File: src/rtl/morse_pkg.sv
// Shared types, constants and the Morse pattern lookup for the key decoder path.
// Patterns hold the first symbol in the most significant used bit; dot = 0, dash = 1.
package morse_pkg;

    localparam logic [5:0] MORSE_BLANK = 6'd36;
    localparam logic [5:0] MORSE_ERR   = 6'd63;

    typedef enum logic [1:0] {
        IDLE  = 2'd0,
        PRESS = 2'd1,
        GAP   = 2'd2
    } morse_state_e;

    // Unused bits above len are always zero because the pattern is cleared per character.
    function automatic logic [5:0] morse_lookup(input logic [2:0] len, input logic [4:0] pat);
        logic [5:0] code_s;
        code_s = MORSE_ERR;
        case ({len, pat})
            8'b001_00000: code_s = 6'd14;
            8'b001_00001: code_s = 6'd29;
            8'b010_00000: code_s = 6'd18;
            8'b010_00001: code_s = 6'd10;
            8'b010_00010: code_s = 6'd23;
            8'b010_00011: code_s = 6'd22;
            8'b011_00000: code_s = 6'd28;
            8'b011_00001: code_s = 6'd30;
            8'b011_00010: code_s = 6'd27;
            8'b011_00011: code_s = 6'd32;
            8'b011_00100: code_s = 6'd13;
            8'b011_00101: code_s = 6'd20;
            8'b011_00110: code_s = 6'd16;
            8'b011_00111: code_s = 6'd24;
            8'b100_00000: code_s = 6'd17;
            8'b100_00001: code_s = 6'd31;
            8'b100_00010: code_s = 6'd15;
            8'b100_00100: code_s = 6'd21;
            8'b100_00110: code_s = 6'd25;
            8'b100_00111: code_s = 6'd19;
            8'b100_01000: code_s = 6'd11;
            8'b100_01001: code_s = 6'd33;
            8'b100_01010: code_s = 6'd12;
            8'b100_01011: code_s = 6'd34;
            8'b100_01100: code_s = 6'd35;
            8'b100_01101: code_s = 6'd26;
            8'b101_11111: code_s = 6'd0;
            8'b101_01111: code_s = 6'd1;
            8'b101_00111: code_s = 6'd2;
            8'b101_00011: code_s = 6'd3;
            8'b101_00001: code_s = 6'd4;
            8'b101_00000: code_s = 6'd5;
            8'b101_10000: code_s = 6'd6;
            8'b101_11000: code_s = 6'd7;
            8'b101_11100: code_s = 6'd8;
            8'b101_11110: code_s = 6'd9;
            default:      code_s = MORSE_ERR;
        endcase
        return code_s;
    endfunction

endpackage

File: src/rtl/morse_key_filter.sv
// Synchronises the active-low push-button and produces the active-high filtered key.
// Debounce is built only when MORSE_DEBOUNCE_EN is defined.
module morse_key_filter
    import morse_pkg::*;
#(
    parameter int DEBOUNCE_CYCLES = 500_000
) (
    input  logic clock,
    input  logic reset,
    input  logic key_n,
    output logic key_f
);

    logic [1:0] sync_r;

    // Two-flop synchroniser; resets to the released (high) level.
    always_ff @(posedge clock or posedge reset) begin
        if (reset) begin
            sync_r <= 2'b11;
        end else begin
            sync_r <= {sync_r[0], key_n};
        end
    end

`ifdef MORSE_DEBOUNCE_EN
    localparam int DB_W = $clog2(DEBOUNCE_CYCLES + 1);
    localparam logic [DB_W-1:0] DB_LAST = DB_W'(DEBOUNCE_CYCLES - 1);
    localparam logic [DB_W-1:0] DB_ONE  = DB_W'(1);
    localparam logic [DB_W-1:0] DB_ZERO = DB_W'(0);

    logic            raw_s;
    logic            key_f_r;
    logic [DB_W-1:0] db_cnt_r;

    assign raw_s = ~sync_r[1];

    // Accept a new level only after it has differed from the output for DEBOUNCE_CYCLES cycles.
    always_ff @(posedge clock or posedge reset) begin
        if (reset) begin
            key_f_r  <= 1'b0;
            db_cnt_r <= DB_ZERO;
        end else if (raw_s == key_f_r) begin
            db_cnt_r <= DB_ZERO;
        end else if (db_cnt_r == DB_LAST) begin
            key_f_r  <= raw_s;
            db_cnt_r <= DB_ZERO;
        end else begin
            db_cnt_r <= db_cnt_r + DB_ONE;
        end
    end

    assign key_f = key_f_r;
`else
    assign key_f = ~sync_r[1];
`endif

endmodule

File: src/rtl/morse_key_decoder.sv
// Times key-down/key-up intervals of a Morse key and emits a 6-bit character index.
// Define MORSE_DEBOUNCE_EN to add a debounce stage on the key input.
module morse_key_decoder
    import morse_pkg::*;
#(
    parameter int UNIT_CYCLES     = 5_000_000,
    parameter int DEBOUNCE_CYCLES = 500_000
) (
    input  logic       clock,
    input  logic       reset,
    input  logic       key_n,
    output logic [5:0] morse_Code,
    output logic       code_valid,
    output logic [2:0] symbol_count,
    output logic       key_down
);

    localparam int DASH_CYCLES = 2 * UNIT_CYCLES;
    localparam int GAP_CYCLES  = 3 * UNIT_CYCLES;
    localparam int CNT_W       = $clog2(GAP_CYCLES + 1);

    localparam logic [CNT_W-1:0] DASH_CNT = CNT_W'(DASH_CYCLES);
    localparam logic [CNT_W-1:0] GAP_LAST = CNT_W'(GAP_CYCLES - 1);
    localparam logic [CNT_W-1:0] CNT_ONE  = CNT_W'(1);
    localparam logic [CNT_W-1:0] CNT_ZERO = CNT_W'(0);

    logic             key_f_s;
    logic             sym_s;
    morse_state_e     state_r;
    logic [CNT_W-1:0] cnt_r;
    logic [4:0]       pat_r;
    logic [2:0]       len_r;
    logic             overflow_r;
    logic [5:0]       code_r;
    logic             valid_r;

    morse_key_filter #(
        .DEBOUNCE_CYCLES (DEBOUNCE_CYCLES)
    ) u_filter (
        .clock (clock),
        .reset (reset),
        .key_n (key_n),
        .key_f (key_f_s)
    );

    assign sym_s = (cnt_r >= DASH_CNT);

    // Dot/dash/gap timing FSM with pattern accumulation and registered character output.
    // The counter is loaded with 1 on each transition so the cycle that triggered it is counted.
    always_ff @(posedge clock or posedge reset) begin
        if (reset) begin
            state_r    <= IDLE;
            cnt_r      <= CNT_ZERO;
            pat_r      <= 5'd0;
            len_r      <= 3'd0;
            overflow_r <= 1'b0;
            code_r     <= MORSE_BLANK;
            valid_r    <= 1'b0;
        end else begin
            valid_r <= 1'b0;
            case (state_r)
                IDLE: begin
                    pat_r      <= 5'd0;
                    len_r      <= 3'd0;
                    overflow_r <= 1'b0;
                    if (key_f_s) begin
                        state_r <= PRESS;
                        cnt_r   <= CNT_ONE;
                    end else begin
                        cnt_r   <= CNT_ZERO;
                    end
                end
                PRESS: begin
                    if (key_f_s) begin
                        if (cnt_r < DASH_CNT) begin
                            cnt_r <= cnt_r + CNT_ONE;
                        end
                    end else begin
                        state_r <= GAP;
                        cnt_r   <= CNT_ONE;
                        if (len_r == 3'd5) begin
                            overflow_r <= 1'b1;
                        end else begin
                            pat_r <= {pat_r[3:0], sym_s};
                            len_r <= len_r + 3'd1;
                        end
                    end
                end
                GAP: begin
                    // Emit takes priority over a press landing on the final gap cycle.
                    if (cnt_r == GAP_LAST) begin
                        code_r     <= overflow_r ? MORSE_ERR : morse_lookup(len_r, pat_r);
                        valid_r    <= 1'b1;
                        pat_r      <= 5'd0;
                        len_r      <= 3'd0;
                        overflow_r <= 1'b0;
                        cnt_r      <= CNT_ZERO;
                        state_r    <= IDLE;
                    end else if (key_f_s) begin
                        state_r <= PRESS;
                        cnt_r   <= CNT_ONE;
                    end else begin
                        cnt_r   <= cnt_r + CNT_ONE;
                    end
                end
                default: begin
                    state_r <= IDLE;
                    cnt_r   <= CNT_ZERO;
                end
            endcase
        end
    end

    assign morse_Code   = code_r;
    assign code_valid   = valid_r;
    assign symbol_count = len_r;
    assign key_down     = key_f_s;

endmodule

File: config.mk
export PLATFORM = sky130hd
export DESIGN_NAME = morse_key_decoder
export DESIGN_NICKNAME = d
export VERILOG_FILES = /design/src/rtl/morse_pkg.sv /design/src/rtl/morse_key_filter.sv /design/src/rtl/morse_key_decoder.sv
export SDC_FILE = /design/constraint.sdc
export NUM_CORES = 1
export LEC_CHECK = 0
export ABC_AREA = 1
export CORE_UTILIZATION = 62
export DETAILED_ROUTE_END_ITERATION = 6
export PLACE_DENSITY = 0.81
export SETUP_SLACK_MARGIN = 0.2
export SYNTH_ARGS = -nofsm -noshare
export SYNTH_HDL_FRONTEND = slang
export SYNTH_SLANG_ARGS = --single-unit
export TNS_END_PERCENT = 5
File: constraint.sdc
create_clock -name clock -period 4.1 [get_ports clock]
set_clock_uncertainty 0.05 [all_clocks]
set_input_delay 1.025 -clock clock [delete_from_list [all_inputs] [get_ports clock]]
set_output_delay 1.025 -clock clock [all_outputs]
set_load 0.01 [all_outputs]
==> flow_summary.toml <==
[synthesis]
synthesis.nets = 605
synth_warnings = 0
avgSynthCellArea_sq_um = 6.23
ys_seq_area_share_pct = 29.7
ys_top_cells_by_area = "dfrtp_1, nand2_1, nor2_1"
synth_top_area_share_pct = 26.9
synth_cells = 598
synth_area_leader_cell = "dfrtp_1"
postSynthRegisterBits = 44
syn_area_sq_mm = 0.00372
ys_types = 39

[final_layout]
diodes = 0
area_growth_pct = 6.28
seq_area_sq_mm = 0.00111
nFillCells = 492
layout.nets = 610
drive_gt1_share_pct = 11.3
multi_input_area_sq_mm = 0.00229

[floorplan]
coreArea_sq_mm = 0.00564
die_w_um = 79.5
die-area_sq_mm = 0.00632
ios = 14
start_util_pct = 66.0
rows = 27
fp.dieH_um = 79.5

[critical_path]
cp.depth = 2
worst_setup_path_start_kind = "flip-flop"
worstPathArrival_ns = 2.02
reg2reg_from = "state_r[0]$_DFFE_PP0N_"
r2r_end = "cnt_r[12]$_DFFE_PP0P_"
path_max_fanout = 21
slowest_stage = "dfstp_2"
crit_start = "u_filter.sync_r[1]$_DFF_PP1_"
r2r_slack_ns = 1.44
worst_r2r_path_depth = 8
crit_end = "key_down"
max_stage_delay_ns = 0.74
cp_cell_sequence = "inv_1, clkdlybuf4s50_1"
cp_num_buf_inv = 2
required_ns = 3.02
path_class = "reg2out"
path_delay_family = "buffers and inverters"
end_kind = "output port"

[pwr]
p_per_area_mw_per_mm2 = 288
power.total_mw = 1.14
ir_drop_uv = 247
leakagePower_nw = 1.87

[route]
routed_via_density = 6.02
first_pass_iters = 6
wirelength_mm = 10.8
route.detailed.drc = 0
final_antenna_net_count = 0
wire_per_inst_um = 15.9
dr.first_iter.drc_count = 473
vias = 4072

[placement]
place_hpwl_mm = 8.11
io_buffer_count = 13
gp_congestion = 0.951

[sta]
whs_ns = 0.314
drv_slew = 0
worst_pin_slew_ns = 0.943
hold_viol_final = 0
setup_violations = 0
slew_headroom_pct = 37.0
rsz0062_at_grt = "no"
post-route-period-util_pct = 75.5
min_period_ns = 3.10
fmax_mhz = 323
setup_tns_ns = 0

[clocking]
cts_resized = 0
path_clk_slew_ns = 0.09
hold_buffers = 0
cts_buffers = 5
cts_tree = "built"
clk_latency_ns = 0.31
cts_post_setup_buffers_inserted = 0
cts_buffer_depth = 2
cts_root_buf = "clkbuf_8"
htree_levels = 2
numClockSinks = 44

[global_route]
grt_use_total_pct = 36.7
antenna_found_initial = 0
grt_pass1_wl_mm = 17.9
grt_pass1_vias = 3651
grt_max_degree = 45
grt-ovfl-total = 0

[run_status]
status = "finished, final reports clean"

[flow_run]
drv_cap = 0

[min_path]
min_path_type = "reg2reg"
[cell type report]
class	count	share of cell area (%)
repair buffers	14	3.48
clock buffers	6	2.09
clock inverters	2	0.379
well taps	72	2.28
flip-flops and latches	44	27.9
multi-input cells	474	57.8
inverters	64	6.07
[synthesized netlist by cell type]
master	instances
a21boi_1	4
xnor2_1	1
buf_1	3
nand2_4	2
a21oi_1	11
o31ai_2	7
buf_4	2
buf_2	7
a21oi_2	1
clkbuf_1	2
nand4_1	19
nand3_4	1
or2_0	1
xor2_1	7
inv_1	51
o21ai_0	24
nand3_1	63
buf_6	2
dfstp_2	4
nand3_2	3
nor2_4	1
nand3b_1	1
o21bai_1	3
and3_1	1
a31oi_1	1
ha_1	4
nand4_4	1
dfrtp_1	40
o21ai_2	1
nor3_1	8
nand2_1	189
o22ai_1	1
or2_2	8
nor2_1	91
o21ai_1	4
inv_2	13
nand2_2	5
a31o_2	1
nor2_2	10
[flip-flops by register name (all words and copies together) (netlist names)]
register,cells
morse_Code,6
code_valid,1
pat_r,5
u_filter.sync_r,2
symbol_count,3
cnt_r,24
state_r,2
overflow_r,1
[power by group]
group | internal, mW | total (mW) | switching [mW]
sequential | 0.454 | 0.496 | 0.0419
combinational | 0.113 | 0.346 | 0.232
clock | 0.137 | 0.300 | 0.163
[logic make-up (layout without fill, tap and decap cells)]
logic type / after synthesis / after routing / synth area share (%)
adders and majority gates: 4 / 4 / 1.34
AOI/OAI and AO/OA: 58 / 58 / 10.0
xor gates and xnor gates: 8 / 8 / 1.88
and+or+nand+nor: 404 / 404 / 48.1
DFF: 44 / 44 / 29.7
buffers and inverters: 80 / 86 / 8.90
[layout by cell type, fill, tap and decap left out, drive strengths merged]
cell type / synthesis / final
dfstp: 4 / 4
nand4: 20 / 20
and3: 1 / 1
o21bai: 3 / 3
ha: 4 / 4
inv: 64 / 64
dfrtp: 40 / 40
buf: 14 / 1
clkdlybuf4s50: 0 / 13
a31o: 1 / 1
o22ai: 1 / 1
a21oi: 12 / 12
o21ai: 29 / 29
nor3: 8 / 8
a21boi: 4 / 4
nor2: 102 / 102
xnor2: 1 / 1
xor2: 7 / 7
a31oi: 1 / 1
nand2: 196 / 196
clkbuf: 2 / 6
nand3: 67 / 67
clkinvlp: 0 / 2
or2: 9 / 9
o31ai: 7 / 7
nand3b: 1 / 1
[per-stage QoR]
step / cells / util (%) / instance area, sq um / setup slack [ns]
2_1_floorplan: 598 / - / 3720 / 2.00
3_3_place_gp: 668 / 68.4 / 3860 / 1.43
3_5_place_dp: 668 / 68.4 / 3860 / 1.37
4_1_cts: 676 / 70.1 / 3960 / 1.02
5_1_grt: 676 / 70.1 / 3960 / 0.938
6_report: 676 / 70.1 / 3960 / 1.00
[per-layer routing]
metal	wire, um	part of all wire, %	vias to the layer above	track usage (%)
li1	-	-	1933	-
met1	4600	43	1845	53.5
met2	4590	43	268	54.1
met3	1390	13	26	9.49
met4	183	1.7	0	7.82
met5	0	0	-	0
[how the worst min path moves through the flow]
stage / start / endpoint / slack [ns] / cells after the start
global placement: u_filter.sync_r[0]$_DFF_PP1_ / u_filter.sync_r[1]$_DFF_PP1_ / 0.30 / 0
global route: u_filter.sync_r[0]$_DFF_PP1_ / u_filter.sync_r[1]$_DFF_PP1_ / 0.32 / 0
detailed placement: u_filter.sync_r[0]$_DFF_PP1_ / u_filter.sync_r[1]$_DFF_PP1_ / 0.30 / 0
finish: u_filter.sync_r[0]$_DFF_PP1_ / u_filter.sync_r[1]$_DFF_PP1_ / 0.31 / 0
CTS: u_filter.sync_r[0]$_DFF_PP1_ / u_filter.sync_r[1]$_DFF_PP1_ / 0.31 / 0
floorplan: u_filter.sync_r[0]$_DFF_PP1_ / u_filter.sync_r[1]$_DFF_PP1_ / 0.30 / 0
(Power assumes the default switching activity.)
